--- src/rtl/sad_window_accumulator_if.sv ---
// ---------------------------------------------------------------------------
// sad_window_accumulator_if
// Purpose : absolute-difference vector bus from the stereo matching front end
//           into the SAD window accumulator. One column per valid beat.
// Signals : in_diff    - window_size lanes of num_bits unsigned differences,
//                        lane i = in_diff[num_bits*i +: num_bits]
//           in_valid   - in_diff / line_start qualify this cycle
//           line_start - with in_valid, this column starts a new image row
// Modports: master (front end, drives), slave (accumulator, receives)
// ---------------------------------------------------------------------------
interface sad_window_accumulator_if #(
    parameter int window_size = 5,
    parameter int num_bits    = 8
);
    logic [num_bits*window_size-1:0] in_diff;
    logic                            in_valid;
    logic                            line_start;

    modport master (output in_diff, in_valid, line_start);
    modport slave  (input  in_diff, in_valid, line_start);
endinterface

--- src/rtl/sad_window_accumulator.sv ---
// ---------------------------------------------------------------------------
// sad_window_accumulator
// Purpose : turns per-column absolute-difference vectors into a sliding
//           window_size x window_size Sum of Absolute Differences, one result
//           per accepted column once a full window of the current row exists.
// Ports   : i_clock      - single clock, rising edge
//           i_reset_n    - asynchronous active-low reset
//           i_diff       - difference vector bus (slave modport)
//           o_sad        - window SAD, unsigned, holds between results
//           o_sad_valid  - one-cycle pulse per new result
//           o_sad_first  - with o_sad_valid, first result of the row
// Pipeline: column sum -> window update -> output register. A column sampled
//           on edge N shows its result after edge N+2.
// ---------------------------------------------------------------------------
module sad_window_accumulator #(
    parameter int window_size = 5,
    parameter int num_bits    = 8,
    parameter int sad_bits    = 13
) (
    input  logic                    i_clock,
    input  logic                    i_reset_n,
    sad_window_accumulator_if.slave i_diff,
    output logic [sad_bits-1:0]     o_sad,
    output logic                    o_sad_valid,
    output logic                    o_sad_first
);
    localparam int COL_BITS = num_bits + $clog2(window_size);
    localparam int CNT_BITS = $clog2(window_size + 1);
    localparam logic [CNT_BITS-1:0] FULL_CNT = CNT_BITS'(window_size);

    typedef enum logic {FILL, STREAM} state_t;

    // Stage 1 state
    logic [COL_BITS-1:0] r_col_sum;
    logic                r_v1;
    logic                r_ls1;
    // Stage 2 state
    logic [COL_BITS-1:0] r_hist [window_size];
    logic [sad_bits-1:0] r_run_sum;
    logic [CNT_BITS-1:0] r_fill_cnt;
    state_t              r_state;
    logic                r_emit;
    logic                r_emit_first;
    // Output stage
    logic [sad_bits-1:0] r_sad;
    logic                r_sad_valid;
    logic                r_sad_first;

    logic [num_bits-1:0] w_lane [window_size];
    logic [COL_BITS-1:0] w_col_sum;
    logic [sad_bits-1:0] w_run_next;
    logic [CNT_BITS-1:0] w_fill_next;
    logic                w_full;

    generate
        for (genvar gi = 0; gi < window_size; gi++) begin : g_lane
            assign w_lane[gi] = i_diff.in_diff[num_bits*gi +: num_bits];
        end
    endgenerate

    always_comb begin
        w_col_sum = '0;
        for (int i = 0; i < window_size; i++) begin
            w_col_sum = w_col_sum + COL_BITS'(w_lane[i]);
        end
    end

    // The final sum always fits in sad_bits, so modular add/subtract at that
    // width is exact even if the add alone momentarily exceeded it.
    always_comb begin
        if (r_ls1) begin
            w_run_next  = sad_bits'(r_col_sum);
            w_fill_next = CNT_BITS'(1);
        end else begin
            w_run_next  = r_run_sum + sad_bits'(r_col_sum)
                        - sad_bits'(r_hist[window_size-1]);
            w_fill_next = (r_fill_cnt == FULL_CNT) ? r_fill_cnt
                                                   : r_fill_cnt + CNT_BITS'(1);
        end
        w_full = (w_fill_next == FULL_CNT);
    end

    // Stage 1: column sum. Bubbles clear v1 but leave the sum alone.
    always_ff @(posedge i_clock or negedge i_reset_n) begin
        if (!i_reset_n) begin
            r_col_sum <= '0;
            r_v1      <= 1'b0;
            r_ls1     <= 1'b0;
        end else if (i_diff.in_valid) begin
            r_col_sum <= w_col_sum;
            r_v1      <= 1'b1;
            r_ls1     <= i_diff.line_start;
        end else begin
            r_v1      <= 1'b0;
            r_ls1     <= 1'b0;
        end
    end

    // Stage 2: history shift, running sum and fill/stream state machine.
    // A row start zeroes the history so the oldest entry reads 0 while
    // the window refills.
    always_ff @(posedge i_clock or negedge i_reset_n) begin
        if (!i_reset_n) begin
            for (int i = 0; i < window_size; i++) r_hist[i] <= '0;
            r_run_sum    <= '0;
            r_fill_cnt   <= '0;
            r_state      <= FILL;
            r_emit       <= 1'b0;
            r_emit_first <= 1'b0;
        end else if (r_v1) begin
            r_hist[0] <= r_col_sum;
            for (int i = 1; i < window_size; i++) begin
                r_hist[i] <= r_ls1 ? '0 : r_hist[i-1];
            end
            r_run_sum    <= w_run_next;
            r_fill_cnt   <= w_fill_next;
            r_state      <= w_full ? STREAM : FILL;
            r_emit       <= w_full;
            r_emit_first <= w_full && (r_ls1 || (r_state == FILL));
        end else begin
            r_emit       <= 1'b0;
            r_emit_first <= 1'b0;
        end
    end

    // Output register: sad only changes when a new result is published.
    always_ff @(posedge i_clock or negedge i_reset_n) begin
        if (!i_reset_n) begin
            r_sad       <= '0;
            r_sad_valid <= 1'b0;
            r_sad_first <= 1'b0;
        end else begin
            r_sad_valid <= r_emit;
            r_sad_first <= r_emit_first;
            if (r_emit) r_sad <= r_run_sum;
        end
    end

    assign o_sad       = r_sad;
    assign o_sad_valid = r_sad_valid;
    assign o_sad_first = r_sad_first;
endmodule

--- src/flat_wrapper.sv ---
// flat-port wrapper written by rule: the top's interface ports become plain ports
module sad_window_accumulator_flat 
#(
    parameter int window_size = 5,
    parameter int num_bits    = 8,
    parameter int sad_bits    = 13
)
  (i_clock, i_reset_n, o_sad, o_sad_valid, o_sad_first, i_diff_in_diff, i_diff_in_valid, i_diff_line_start);
  sad_window_accumulator_if #(.window_size(window_size), .num_bits(num_bits)) i_diff_i ();
  input  logic i_clock;
  input  logic i_reset_n;
  output logic [sad_bits-1:0] o_sad;
  output logic o_sad_valid;
  output logic o_sad_first;
  input wire logic [$bits(i_diff_i.in_diff)-1:0] i_diff_in_diff;
  input wire logic [$bits(i_diff_i.in_valid)-1:0] i_diff_in_valid;
  input wire logic [$bits(i_diff_i.line_start)-1:0] i_diff_line_start;
  assign i_diff_i.in_diff = i_diff_in_diff;
  assign i_diff_i.in_valid = i_diff_in_valid;
  assign i_diff_i.line_start = i_diff_line_start;
  sad_window_accumulator #(.window_size(window_size), .num_bits(num_bits), .sad_bits(sad_bits)) u_core (.i_clock(i_clock), .i_reset_n(i_reset_n), .i_diff(i_diff_i), .o_sad(o_sad), .o_sad_valid(o_sad_valid), .o_sad_first(o_sad_first));
endmodule
--- config.mk ---
export PLATFORM = sky130hd
export DESIGN_NAME = sad_window_accumulator_flat
export DESIGN_NICKNAME = d
export VERILOG_FILES = /design/src/rtl/sad_window_accumulator_if.sv /design/src/rtl/sad_window_accumulator.sv /design/src/flat_wrapper.sv
export SDC_FILE = /design/constraint.sdc
export NUM_CORES = 1
export LEC_CHECK = 0
export CORE_AREA = 2 2 106 108
export DETAILED_ROUTE_END_ITERATION = 10
export DIE_AREA = 0 0 108 110
export MAX_ROUTING_LAYER = met4
export PLACE_DENSITY = 0.8
export SLEW_MARGIN = 20
export SYNTH_ARGS = -nofsm -noshare
export SYNTH_HDL_FRONTEND = slang
export SYNTH_SLANG_ARGS = --single-unit
--- constraint.sdc ---
create_clock -name i_clock -period 3.05 [get_ports i_clock]
set_input_delay 0.4575 -clock i_clock [delete_from_list [all_inputs] [get_ports i_clock]]
set_output_delay 0.4575 -clock i_clock [all_outputs]
set_load 0.02 [all_outputs]
Word-level counts from Yosys, hierarchy flattened
Index checks and enable logic that the tools add are counted.
Word-level totals
  bits in registers: 102
  input bits: 44
  output and inout port bits: 15
  word-level logic and storage cells: 40
Cells by class
  $add $sub $neg: 7
  equal/unequal tests: 2
  multiplexer cells: 12
  bitwise logic cells: 1
  reduce and logical (&&, ||, !) cells: 2
Operator list (number)
  11-bit two-way mux: 4
  11-bit by 8-bit adder with 11-bit output: 3
  13-bit by 11-bit adder with 13-bit output: 1
  13-bit two-way mux: 1
  13-bit by 11-bit subtractor with 13-bit output: 1
  8-bit by 8-bit adder with 9-bit output: 1
  3-bit == test, second input constant: 2
  3-bit two-way mux: 2
  1-bit two-way mux: 5
  3-bit by 1-bit adder with 3-bit output, second input constant: 1
  1-bit logical AND: 1
  1-bit logical OR: 1
  1-bit inverter: 1

Depth between registers and ports, before layout
  depth in word-level cells: 6
  depth in mapped cells: 18
  depth with buffers taken out: 18

Least setup slack after synthesis
OpenSTA, ideal clock, no wires.
  path kind: input to register
  start: input port i_diff_in_diff[0]
  end: register u_core.r_col_sum[8]
  setup time: 87 ps
  arrival time: 3773 ps
  data required time: 2963 ps
  slack: -810 ps
  cell stages on the path: 18
  buffers on the path: 0
  path through: ha_1 > inv_1 > fa_1 > nor2b_1 > o21ai_0 > nand2b_1 > a21o_1 > a21oi_1 > xnor2_1 > fa_1 > inv_1 > fa_1 > inv_1 > ha_1 > a21o_1 > a31oi_1 > mux2_2 > o211ai_1
Between the ends
  word-level cells in the longest chain between the ends: 4
Ends and longest elaborated chain
  start: declaration: RTL line flat_wrapper.sv:15  | input wire logic [$bits(i_diff_i.in_diff)-1:0] i_diff_in_diff;
  8-bit by 8-bit adder with 9-bit output: RTL line sad_window_accumulator.sv:64  | w_col_sum = w_col_sum + COL_BITS'(w_lane[i]);
  11-bit by 8-bit adder with 11-bit output (3 in a row): RTL line sad_window_accumulator.sv:64
  end signal: assignment: RTL line sad_window_accumulator.sv:90  | r_col_sum <= w_col_sum;
  end: declaration: RTL line sad_window_accumulator.sv:34  | logic [COL_BITS-1:0] r_col_sum;
Every way passes these cells.
A chain may end at the register's enable or synchronous reset.

Final worst setup path
  start: input port i_diff_in_diff[8]
  end: register u_core.r_col_sum[8]
The elaborated chain is that of the path after synthesis.

==> results.py <==
metrics = {
    "routing": {
        "first_pass_iters": 5,
        "drt_iter0_drc": 307,
        "detailroute.via_count": 4633,
        "via_per_inst": 5.502,
        "wire_per_inst_um": 15.01,
        "routed_wl_mm": 12.64,
        "ant_nets": 0,
        "drc": 0,
    },
    "synthesis": {
        "ys_types": 62,
        "async_flop_share": 1.000,
        "synth_edf_count": 0,
        "syn_inst": 620,
        "ys.warnings.count": 0,
        "synth_top_cell_by_area": "dfrtp_1",
        "yosysSeqAreaShare": 0.4168,
        "synth-seq-cells": 102,
        "ys.flop_type": "dfrtp_1",
        "synth_top_area_share": 0.4168,
        "synth_nets": 725,
        "synth_area_leaders": "dfrtp_1 (42%), fa_1 (9.2%), inv_1 (7.2%)",
        "syn_avg_cell_area_um2": 9.876,
        "synth_area_um2": 6123,
    },
    "grt": {
        "track_usage": 0.2411,
        "grt_overflow_total": 0,
        "antenna_found_initial": 0,
        "grt_pass1_wl_mm": 21.66,
        "grt_max_degree": 84,
        "grt_pass1_vias": 4839,
    },
    "timing": {
        "min_period_over_period": 1.158,
        "setup_viol_count_final": 6,
        "hold_viol": 0,
        "drv_slew": 0,
        "whs_ps": 130.3,
        "slew_headroom": 0.5210,
        "tightest_slew_ps": 718.6,
        "min_period_ps": 3533,
        "rsz0062_at_grt": "true",
        "max_freq_mhz": 283.1,
        "setup_ws_ps": -482.9,
        "skew_ps": 11.99,
        "setup_tns_ps": -1933,
    },
    "setup_path": {
        "reg2regPathDepth": 10,
        "critical-path-slowest-cell": "fa_1",
        "path_class": "in2reg",
        "path_cells": "buf_6 > ha_4 > inv_2 > fa_2 > nor2b_2 > o21ai_1 > nand2b_1 > a21o_1 > a21oi_4 > xnor2_2 > fa_1 > inv_1 > fa_1 > inv_2 > ha_4 > a21o_1 > a31oi_2 > mux2_4 > o211ai_1",
        "slowest_delay_ps": 510,
        "endpoint_kind": "flop",
        "required_ps": 3350,
        "worstPathMaxFanout": 2,
        "cp_data_arrival_time_ps": 3830,
        "r2r_end": "u_core.r_run_sum[12]$_DFFE_PN0P_",
        "rr_startpoint": "u_core.r_col_sum[2]$_DFFE_PN0P_",
        "r2r_slack_ps": 250,
        "crit_path_start_kind": "primary input",
    },
    "cells_and_area": {
        "nFillCells": 759,
        "fin_nets": 802,
        "diodes": 0,
        "area_delta_synth_final_pct": 23.33,
        "stdcell_area_um2": 7552,
        "fin_util": 0.7060,
        "multi_input_area_um2": 3283,
        "layout-drive-gt1-share": 0.2009,
        "register_area_um2": 2554,
    },
    "status": {
        "violations": "negative setup slack",
        "status": "finished, violations left",
    },
    "placed_design": {
        "place_congestion": 0.8769,
        "dpl_cell_area_um2": 7079,
        "hpwl_mm": 8.986,
        "portBuffers": 58,
    },
    "worst_hold_path": {
        "hold_class": "in2async",
    },
    "floorplanning": {
        "die_x_um": 108,
        "start_util": 0.5724,
        "core_um2": 10700,
        "die_h_um": 110,
        "dieArea_um2": 11880,
        "rows": 38,
        "ios": 59,
    },
    "clock_tree": {
        "clock_latency_ps": 380,
        "h-tree-depth": 3,
        "cts_inserted_buffers": 9,
        "root_buffer": "clkbuf_8",
        "cts_tree": "done",
        "cts.hold.buffers_added": 0,
        "clk_pin_slew_worst_paths_ps": 100,
        "clock_sinks": 102,
        "ctsLongestPathBuffers": 2,
    },
    "pwr": {
        "p_leak_uw": 0.003533,
        "p_per_area_nw_per_um2": 1068,
        "peakVddDrop_mv": 0.5445,
    },
    "flow_run": {
        "drv_cap": 0,
    },
}
routing by layer:
metal	part of all wire	vias to the layer above	global-route usage
met5	0	-	-
met3	0.043	33	0.03116
li1	-	2215	-
met2	0.50	133	0.4173
met1	0.43	2252	0.2848
met4	0.028	0	0.1062
worst max-delay path by stage:
stage | from | to | slack, ps | cells past startpoint
finish | i_diff_in_diff[8] | u_core.r_col_sum[8]$_DFFE_PN0P_ | -480 | 19
floorplan | i_diff_in_diff[0] | u_core.r_col_sum[8]$_DFFE_PN0P_ | -570 | 18
CTS | i_diff_in_diff[8] | u_core.r_col_sum[9]$_DFFE_PN0P_ | -530 | 16
global route | i_diff_in_diff[8] | u_core.r_col_sum[9]$_DFFE_PN0P_ | -580 | 16
detailed placement | i_diff_in_diff[0] | u_core.r_col_sum[8]$_DFFE_PN0P_ | -1300 | 19
global placement | i_diff_in_diff[0] | u_core.r_col_sum[8]$_DFFE_PN0P_ | -1210 | 19
cell usage after synthesis (9+ instances only):
cell type / n
nand3b_1: 24
o21ai_0: 39
inv_1: 118
fa_1: 28
o31ai_1: 25
a21oi_1: 28
ha_1: 33
clkbuf_1: 19
nand2_1: 43
dfrtp_1: 102
nor3_1: 9
mux2_2: 26
nor2_1: 23
through the flow:
stage	std cells	setup WS (ps)	power [µW]
after global placement	817	-1211	6429
final	842	-482.9	8067
after global routing	842	-577.1	8714
after CTS	840	-528.9	7863
after detailed placement	817	-1304	6689
after floorplan	620	-569.1	5484
placed cells by master (no fill, tap or decap), types with 3 or more instances in the layout:
cell type,synthesis,final
a21o_1,8,8
a21oi_1,28,23
a21oi_2,2,5
buf_4,0,26
buf_6,0,9
clkbuf_8,0,9
clkdlybuf4s50_1,0,49
dfrtp_1,102,101
fa_1,28,26
ha_1,33,22
ha_4,0,10
inv_1,118,109
inv_2,0,9
mux2_2,26,25
mux2i_1,3,3
nand2_1,43,42
nand2b_1,3,3
nand3_1,7,7
nand3b_1,24,24
nor2_1,23,23
nor2b_1,5,3
nor3_1,9,8
o211ai_1,4,4
o21a_1,7,7
o21ai_0,39,33
o21ai_1,3,6
o21ai_2,0,3
o31ai_1,25,25
or3_1,4,4
xnor2_1,8,5
xnor2_2,0,3
state kept, by name (all words and copies together) (netlist names):
register	flops
u_core.r_hist	55
u_core.r_emit_first	1
u_core.r_ls1	1
u_core.r_emit	1
u_core.r_fill_cnt	3
u_core.r_state	1
u_core.r_v1	1
u_core.r_col_sum	11
u_core.r_run_sum	13
u_core.o_sad	13
u_core.o_sad_first	1
u_core.o_sad_valid	1
critical path: cells and delay by family:
kind | cells | cell delay, ps
AO/OA/AOI/OAI | 6 | 770
XOR/XNOR | 1 | 140
adder cells (fa/ha/maj) | 5 | 1680
buffers and inverters | 4 | 200
multiplexers | 1 | 330
AND/OR/NAND/NOR | 2 | 240
what timing repair did:
action	in CTS	in global routing
endpoints found under the setup margin	9	9
resized for setup	50	21
pin swaps	37	24
setup buffers	7	3
final cells by class:
cell class                 count  share of cell area
clock inverter                 7             0.01276
inverter                     120             0.05964
timing repair buffer          91              0.1151
multi-input combinational    373              0.4347
clock buffer                   9             0.01640
sequential                   102              0.3381
tap                          140             0.02319
report_power, final:
group          switching, µW  internal (µW)  total (µW)
registers                314           1820        2130
clock network            475            466         941
logic                   2630           2370        4990
cell families (layout without fill, tap and decap cells):
kind of cell,count (synthesis),in the layout,synth area share
XOR/XNOR,12,12,0.01716
multiplexers,29,29,0.05272
flip-flops,102,102,0.4168
buffers and inverters,145,227,0.08929
adder cells (fa/ha/maj),61,61,0.1590
AO/OA/AOI/OAI,145,145,0.1588
AND/OR/NAND/NOR,126,126,0.1063
Power figures use the tool's default switching activity.
